<file path="src/rtl/reg_arbiter2_if.sv">
// Bundle between the two requesting masters and the shared-register arbiter.
// Both requesters sit on the master side; the arbiter is the slave.
interface reg_arbiter2_if #(
  parameter int WIDTH = 8
);
  logic             req0;
  logic [1:0]       op0;
  logic [WIDTH-1:0] d0;
  logic             req1;
  logic [1:0]       op1;
  logic [WIDTH-1:0] d1;
  logic             gnt0;
  logic             gnt1;
  logic             busy;
  logic [WIDTH-1:0] q;

  modport master (
    output req0, op0, d0, req1, op1, d1,
    input  gnt0, gnt1, busy, q
  );

  modport slave (
    input  req0, op0, d0, req1, op1, d1,
    output gnt0, gnt1, busy, q
  );
endinterface

</file>
<file path="src/rtl/reg_arbiter2.sv">
// Round-robin arbiter for two masters sharing one WIDTH-bit register.
// Each grant applies exactly one hold/load/clear/set command to the register.
//
// state | meaning
// IDLE  | no grant; next request (or prio on a tie) picks the winner
// GNT0  | requester 0 owns the register this cycle; op0/d0 applied on exit
// GNT1  | requester 1 owns the register this cycle; op1/d1 applied on exit
module reg_arbiter2 #(
  parameter int WIDTH = 8
) (
  input logic          clk,
  input logic          reset_n,
  reg_arbiter2_if.slave bus
);

  typedef enum logic [1:0] {
    IDLE = 2'd0,
    GNT0 = 2'd1,
    GNT1 = 2'd2
  } state_t;

  localparam logic [1:0] OP_HOLD  = 2'b00;
  localparam logic [1:0] OP_LOAD  = 2'b01;
  localparam logic [1:0] OP_CLEAR = 2'b10;

  state_t           state;
  state_t           state_nxt;
  logic             prio;
  logic [WIDTH-1:0] q_r;
  logic             gnt0_r;
  logic             gnt1_r;
  logic             busy_r;

  function automatic logic [WIDTH-1:0] apply_op(
    input logic [1:0]       op,
    input logic [WIDTH-1:0] d,
    input logic [WIDTH-1:0] cur
  );
    logic [WIDTH-1:0] res;
    case (op)
      OP_HOLD:  res = cur;
      OP_LOAD:  res = d;
      OP_CLEAR: res = '0;
      default:  res = '1;
    endcase
    return res;
  endfunction

  // The owner's own request is ignored while granted, so it can never be
  // re-granted on the following edge.
  always_comb begin
    state_nxt = IDLE;
    case (state)
      IDLE: begin
        if (bus.req0 && bus.req1) state_nxt = prio ? GNT1 : GNT0;
        else if (bus.req0)        state_nxt = GNT0;
        else if (bus.req1)        state_nxt = GNT1;
        else                      state_nxt = IDLE;
      end
      GNT0:    state_nxt = bus.req1 ? GNT1 : IDLE;
      GNT1:    state_nxt = bus.req0 ? GNT0 : IDLE;
      default: state_nxt = IDLE;
    endcase
  end

  // Grant outputs are registered copies of the next-state decode, so they
  // always equal the decode of the current state.
  always_ff @(posedge clk or negedge reset_n) begin
    if (!reset_n) begin
      state  <= IDLE;
      prio   <= 1'b0;
      q_r    <= '0;
      gnt0_r <= 1'b0;
      gnt1_r <= 1'b0;
      busy_r <= 1'b0;
    end else begin
      state  <= state_nxt;
      gnt0_r <= (state_nxt == GNT0);
      gnt1_r <= (state_nxt == GNT1);
      busy_r <= (state_nxt != IDLE);
      case (state)
        GNT0: begin
          prio <= 1'b1;
          q_r  <= apply_op(bus.op0, bus.d0, q_r);
        end
        GNT1: begin
          prio <= 1'b0;
          q_r  <= apply_op(bus.op1, bus.d1, q_r);
        end
        default: begin
          prio <= prio;
          q_r  <= q_r;
        end
      endcase
    end
  end

  assign bus.gnt0 = gnt0_r;
  assign bus.gnt1 = gnt1_r;
  assign bus.busy = busy_r;
  assign bus.q    = q_r;

  a_one_grant : assert property (
    @(posedge clk) disable iff (!reset_n) !(bus.gnt0 && bus.gnt1)
  );

  a_no_regrant0 : assert property (
    @(posedge clk) disable iff (!reset_n) bus.gnt0 |=> !bus.gnt0
  );

  a_no_regrant1 : assert property (
    @(posedge clk) disable iff (!reset_n) bus.gnt1 |=> !bus.gnt1
  );

endmodule

</file>
<file path="src/flat_wrapper.sv">
// flat-port wrapper written by rule: the top's interface ports become plain ports
module reg_arbiter2_flat 
#(
  parameter int WIDTH = 8
)
  (clk, reset_n, bus_req0, bus_op0, bus_d0, bus_req1, bus_op1, bus_d1, bus_gnt0, bus_gnt1, bus_busy, bus_q);
  reg_arbiter2_if #(.WIDTH(WIDTH)) bus_i ();
  input logic clk;
  input logic reset_n;
  input wire logic [$bits(bus_i.req0)-1:0] bus_req0;
  input wire logic [$bits(bus_i.op0)-1:0] bus_op0;
  input wire logic [$bits(bus_i.d0)-1:0] bus_d0;
  input wire logic [$bits(bus_i.req1)-1:0] bus_req1;
  input wire logic [$bits(bus_i.op1)-1:0] bus_op1;
  input wire logic [$bits(bus_i.d1)-1:0] bus_d1;
  output wire logic [$bits(bus_i.gnt0)-1:0] bus_gnt0;
  output wire logic [$bits(bus_i.gnt1)-1:0] bus_gnt1;
  output wire logic [$bits(bus_i.busy)-1:0] bus_busy;
  output wire logic [$bits(bus_i.q)-1:0] bus_q;
  assign bus_i.req0 = bus_req0;
  assign bus_i.op0 = bus_op0;
  assign bus_i.d0 = bus_d0;
  assign bus_i.req1 = bus_req1;
  assign bus_i.op1 = bus_op1;
  assign bus_i.d1 = bus_d1;
  assign bus_gnt0 = bus_i.gnt0;
  assign bus_gnt1 = bus_i.gnt1;
  assign bus_busy = bus_i.busy;
  assign bus_q = bus_i.q;
  reg_arbiter2 #(.WIDTH(WIDTH)) u_core (.clk(clk), .reset_n(reset_n), .bus(bus_i));
endmodule
</file>
<file path="config.mk">
export PLATFORM = sky130hd
export DESIGN_NAME = reg_arbiter2_flat
export DESIGN_NICKNAME = d
export VERILOG_FILES = /design/src/rtl/reg_arbiter2_if.sv /design/src/rtl/reg_arbiter2.sv /design/src/flat_wrapper.sv
export SDC_FILE = /design/constraint.sdc
export NUM_CORES = 1
export LEC_CHECK = 0
export ABC_AREA = 0
export BUFFER_PORTS_ARGS = -buffer_cell sky130_fd_sc_hd__buf_2
export CELL_PAD_IN_SITES_DETAIL_PLACEMENT = 0
export CELL_PAD_IN_SITES_GLOBAL_PLACEMENT = 1
export CORE_ASPECT_RATIO = 1.75
export CORE_MARGIN = 8
export CORE_UTILIZATION = 33
export DETAILED_ROUTE_END_ITERATION = 7
export HOLD_SLACK_MARGIN = 0.05
export PLACE_DENSITY_LB_ADDON = 0.08
export SETUP_SLACK_MARGIN = 0.2
export SLEW_MARGIN = 20
export SYNTH_ARGS = -nofsm -noshare
export SYNTH_HDL_FRONTEND = slang
export SYNTH_SLANG_ARGS = --single-unit
</file>
<file path="constraint.sdc">
create_clock -name clk -period 2.2 [get_ports clk]
set_input_delay 0.33 -clock clk [delete_from_list [all_inputs] [get_ports clk]]
set_output_delay 0.33 -clock clk [all_outputs]
set_load 0.02 [all_outputs]
</file>
After elaboration in Yosys (flattened, before gate mapping)

Index checks and enable logic that the tools add are counted.

Multiplexer cells: 10
Equal/unequal tests: 10
Reduce and logical (&&, ||, !) cells: 7

Operator list:

| operator             | number |
|---|---|
| $pmux W8 S3          | 2 |
| $pmux W8 S2          | 1 |
| $eq A2 B1 Y1 const B | 4 |
| $eq A2 B2 Y1 const B | 4 |
| $mux W2              | 4 |
| $logic_not A2 Y1     | 3 |
| $pmux W2 S3          | 1 |
| $ne A2 B2 Y1 const B | 2 |
| $reduce_bool A2 Y1   | 2 |
| $reduce_and A3 Y1    | 1 |
| $pmux W1 S2          | 1 |
| $logic_and A1 B1 Y1  | 1 |
| $mux W1              | 1 |

Register bits after elaboration: 14

Depth between registers and ports, before layout

Depth in word-level cells: 5
Depth in mapped cells: 7
Depth with buffers taken out: 5

Least setup slack after synthesis

No wires, ideal clock.

Path type: reg-to-reg
Start: reg u_core.state[0]
End: reg u_core.q_r[0], in the netlist u_core.bus.q[0]
Path buffers: 2
Slack: 0.596 ns
Setup time: 0.082 ns
Stages on the path, launching flop included: 8
Arrival: 1.523 ns
Period minus slack after synthesis: 1.604 ns
Data required time: 2.118 ns
Path through: dfrtp_1 -> inv_1 -> ha_1 -> or3b_1 -> buf_2 -> and3_4 -> buf_6 -> a31oi_1

Cells in the longest elaborated chain, start to end: 3
Elaborated cells between the ends (all ways): 7
Those cells by class: 4 x eq/ne; 1 x mux; 2 x reduce/logical

Ends and longest elaborated chain:

| what                                                                | line               | source |
|---|---|---|
| start, declared                                                     | reg_arbiter2.sv:26 | `state_t state;` |
| start signal, assigned                                              | reg_arbiter2.sv:77 | `state <= state_nxt;` |
| $eq A2 B2 Y1 or $eq A2 B1 Y1 (tied branches)                        | reg_arbiter2.sv:81 | `case (state)` |
| $ne A2 B2 Y1 (no source line) or $reduce_bool A2 Y1 (tied branches) | --                 |  |
| $reduce_and A3 Y1 (no source line)                                  | --                 |  |
| end signal, assigned                                                | reg_arbiter2.sv:84 | `q_r <= apply_op(bus.op0, bus.d0, q_r);` |
| end signal, assigned                                                | reg_arbiter2.sv:88 | `q_r <= apply_op(bus.op1, bus.d1, q_r);` |
| end signal, assigned                                                | reg_arbiter2.sv:92 | `q_r <= q_r;` |
| end, declared                                                       | reg_arbiter2.sv:29 | `logic [WIDTH-1:0] q_r;` |

Parallel ways exist; a longest one is shown, timed or not.
A chain may end at the register's enable or synchronous reset.

Worst setup path in the final report

Start: reg u_core.state[1]
End: reg u_core.q_r[1], in the netlist u_core.bus.q[1]

The elaborated chain is that of the path after synthesis.

==> results.toml <==
[global_routing]
grt_pass1_vias = 867
antenna_found_initial = 0
grt_max_degree = 15
grt-ovfl-total = 0
grt_pass1_wl_microns = 3780
grt_usage_pct = 11.4

[setup_path]
crit_fanout = 9
worst_setup_path_start_kind = "flop"
required_ns = 2.36
worstReg2RegEnd = "u_core.bus.q[1]"
reg2reg_depth = 5
arrival_ns = 1.81
rrSetupSlack_ns = 0.55
cp-end-kind = "flop"
critPathKind = "reg -> reg"
worstReg2RegStart = "u_core.state[1]"

[cts]
path_clk_slew_ns = 0.06
cts_sinks = 14
cts_tree = "built"
clock_path_buffers = 2
clock-root-buffer = "clkbuf_8"
cts_max_level = 1
cts_buffers = 3
clk_latency_ns = 0.24

[synth]
async_flop_share_pct = 100
synthCells = 84
yosysWarningCount = 0
synthDistinctLibCells = 22
synth.top_cells.by_area = "dfrtp_1, o211ai_1, a31oi_1, ha_1, nand2b_1"
ys_top_cells_by_count = "o211ai_1, a31oi_1, dfrtp_1"
synthFlopType = "dfrtp_1"
synth_edf_count = 0
ys_seq_area_share_pct = 42.6
synth_nets = 112
synth.most_common_cell = "o211ai_1"
yosysTopAreaCell = "dfrtp_1"
synth.avg_cell_area_sq_um = 9.80
synth-seq-cells = 14
synth_top_area_share_pct = 42.6
syn-cell-area_sq_um = 823

[sta]
rsz0062_at_grt = "no"
worst_slew_pin_slew_ns = 0.332
slew_headroom_pct = 77.9
report.final.hold_viol_count = 0
setup_violations = 0
fin_tns_setup_ns = 0
skew_ns = 0.00179
period_needed_ns = 1.65
fin_crit_sh_pct = 75.2
slew_viol_final = 0
clock.fmax_mhz = 605

[place]
dp_hpwl_microns = 2020
port_buffers = 34
gp_congestion = 0.748

[routing]
routed_via_density = 5.54
route.detailed.drc = 0
first_pass_iters = 4
routed-via-count = 781
wire_per_inst_microns = 16.9
wl_microns = 2380
drtIter0Drc = 4
final_antenna_net_count = 0

[die]
io_pins = 35
dieArea_sq_um = 4410
start_util_pct = 33.8
core-area_sq_um = 2430
dieWidth_microns = 53.8
die_height_microns = 82.1
rows = 24

[finish]
antennaDiodeCount = 0
seqCellArea_sq_um = 350
nFillCells = 252
drive_gt1_share_pct = 36.5
multiInputGateArea_sq_um = 407
area_growth_syn_to_layout_pct = 28.1
finish.utilization_pct = 43.4
nets = 144

[power]
power.density_nw_per_um2 = 1340
power_w = 0.00141
irDropWorstVdd_v = 0.000594
p_leak_nw = 0.467

[min_path]
hp-class = "in -> reg"
hold_path_depth = 2
min_from = "bus_req1"
hold_end = "u_core.bus.gnt0"

[status]
status = "finished clean"

[run]
maxCapViolCount = 0
## routing by layer
metal,vias to the layer above,GRT usage [%],part of all wire [%]
li1,381,-,-
met1,377,9.85,34
met5,-,0,0
met3,2,3.62,9.3
met4,0,4.57,0.84
met2,21,22.1,56
## critical path, stage by stage (launching register included)
cell and delay [ns]:
dfrtp_1 0.39, inv_1 0.08, ha_1 0.20, or3b_1 0.49, and3_4 0.26, a31oi_1 0.14
## registers in the layout, indices dropped and copies added (netlist names)
name             flops
u_core.prio          1
u_core.bus.busy      1
u_core.bus.gnt0      1
u_core.bus.q         8
u_core.state         2
u_core.bus.gnt1      1
## worst max-delay path by stage
stage / start / end / slack (ns)
after global placement: u_core.state[1] / u_core.bus.q[4] / 0.57
after detailed placement: u_core.state[1] / u_core.bus.q[1] / 0.54
final: u_core.state[1] / u_core.bus.q[1] / 0.55
after global routing: u_core.state[1] / u_core.bus.q[2] / 0.46
after CTS: u_core.state[1] / u_core.bus.q[1] / 0.52
after floorplan: u_core.state[0] / u_core.bus.q[0] / 0.60
## layout by cell type (no fill, tap or decap), drive strengths merged
master and n:
o21ai 1, a21boi 1, a21o 1, and4 1, o31ai 1, and3 1
clkinv 1, nor3 1, buf 35, dfrtp 14, o211ai 17, a31oi 16
dlygate4sd3 1, ha 4, mux2 1, clkbuf 4, a21oi 2, or2 1
inv 5, or3b 2, nand2b 5
## per-stage QoR
stage / worst slack, ns / hold WS [ns] / instance area [sq um] / std cells
finish: 0.547 / 0.302 / 1050 / 141
global route: 0.456 / 0.305 / 1050 / 141
CTS: 0.522 / 0.309 / 1050 / 141
detailed placement: 0.536 / 0.243 / 990 / 136
global placement: 0.573 / 0.242 / 990 / 136
floorplan: 0.596 / 0.0344 / 823 / 84
## repair_timing
item | in CTS | in global routing
resized for setup | 0 | 0
hold endpoints to repair | 14 | 0
setup buffers | 0 | 0
hold buffers | 1 | 0
## logic make-up after synthesis
group / synth area share, %
adders and majority gates: 6.08
muxes: 1.37
AOI/OAI and AO/OA: 32.2
buffers and inverters: 8.05
DFF: 42.6
and+or+nand+nor: 9.73
## report_power, final
part           total [W]  switching [W]  leakage (nW)  internal, W
Clock           0.000245      0.0000866        0.0288     0.000158
Combinational   0.000728       0.000436         0.278     0.000292
Sequential      0.000436      0.0000615         0.160     0.000375
Total            0.00141       0.000584         0.467     0.000824
## layout make-up
type,count,area share (%)
Inverter,6,2.14
Tap cell,26,3.08
Timing Repair Buffer,36,17.8
Clock buffer,4,5.22
Sequential cell,14,33.2
Multi-Input combinational cell,55,38.6
Power figures use the tool's default switching activity.
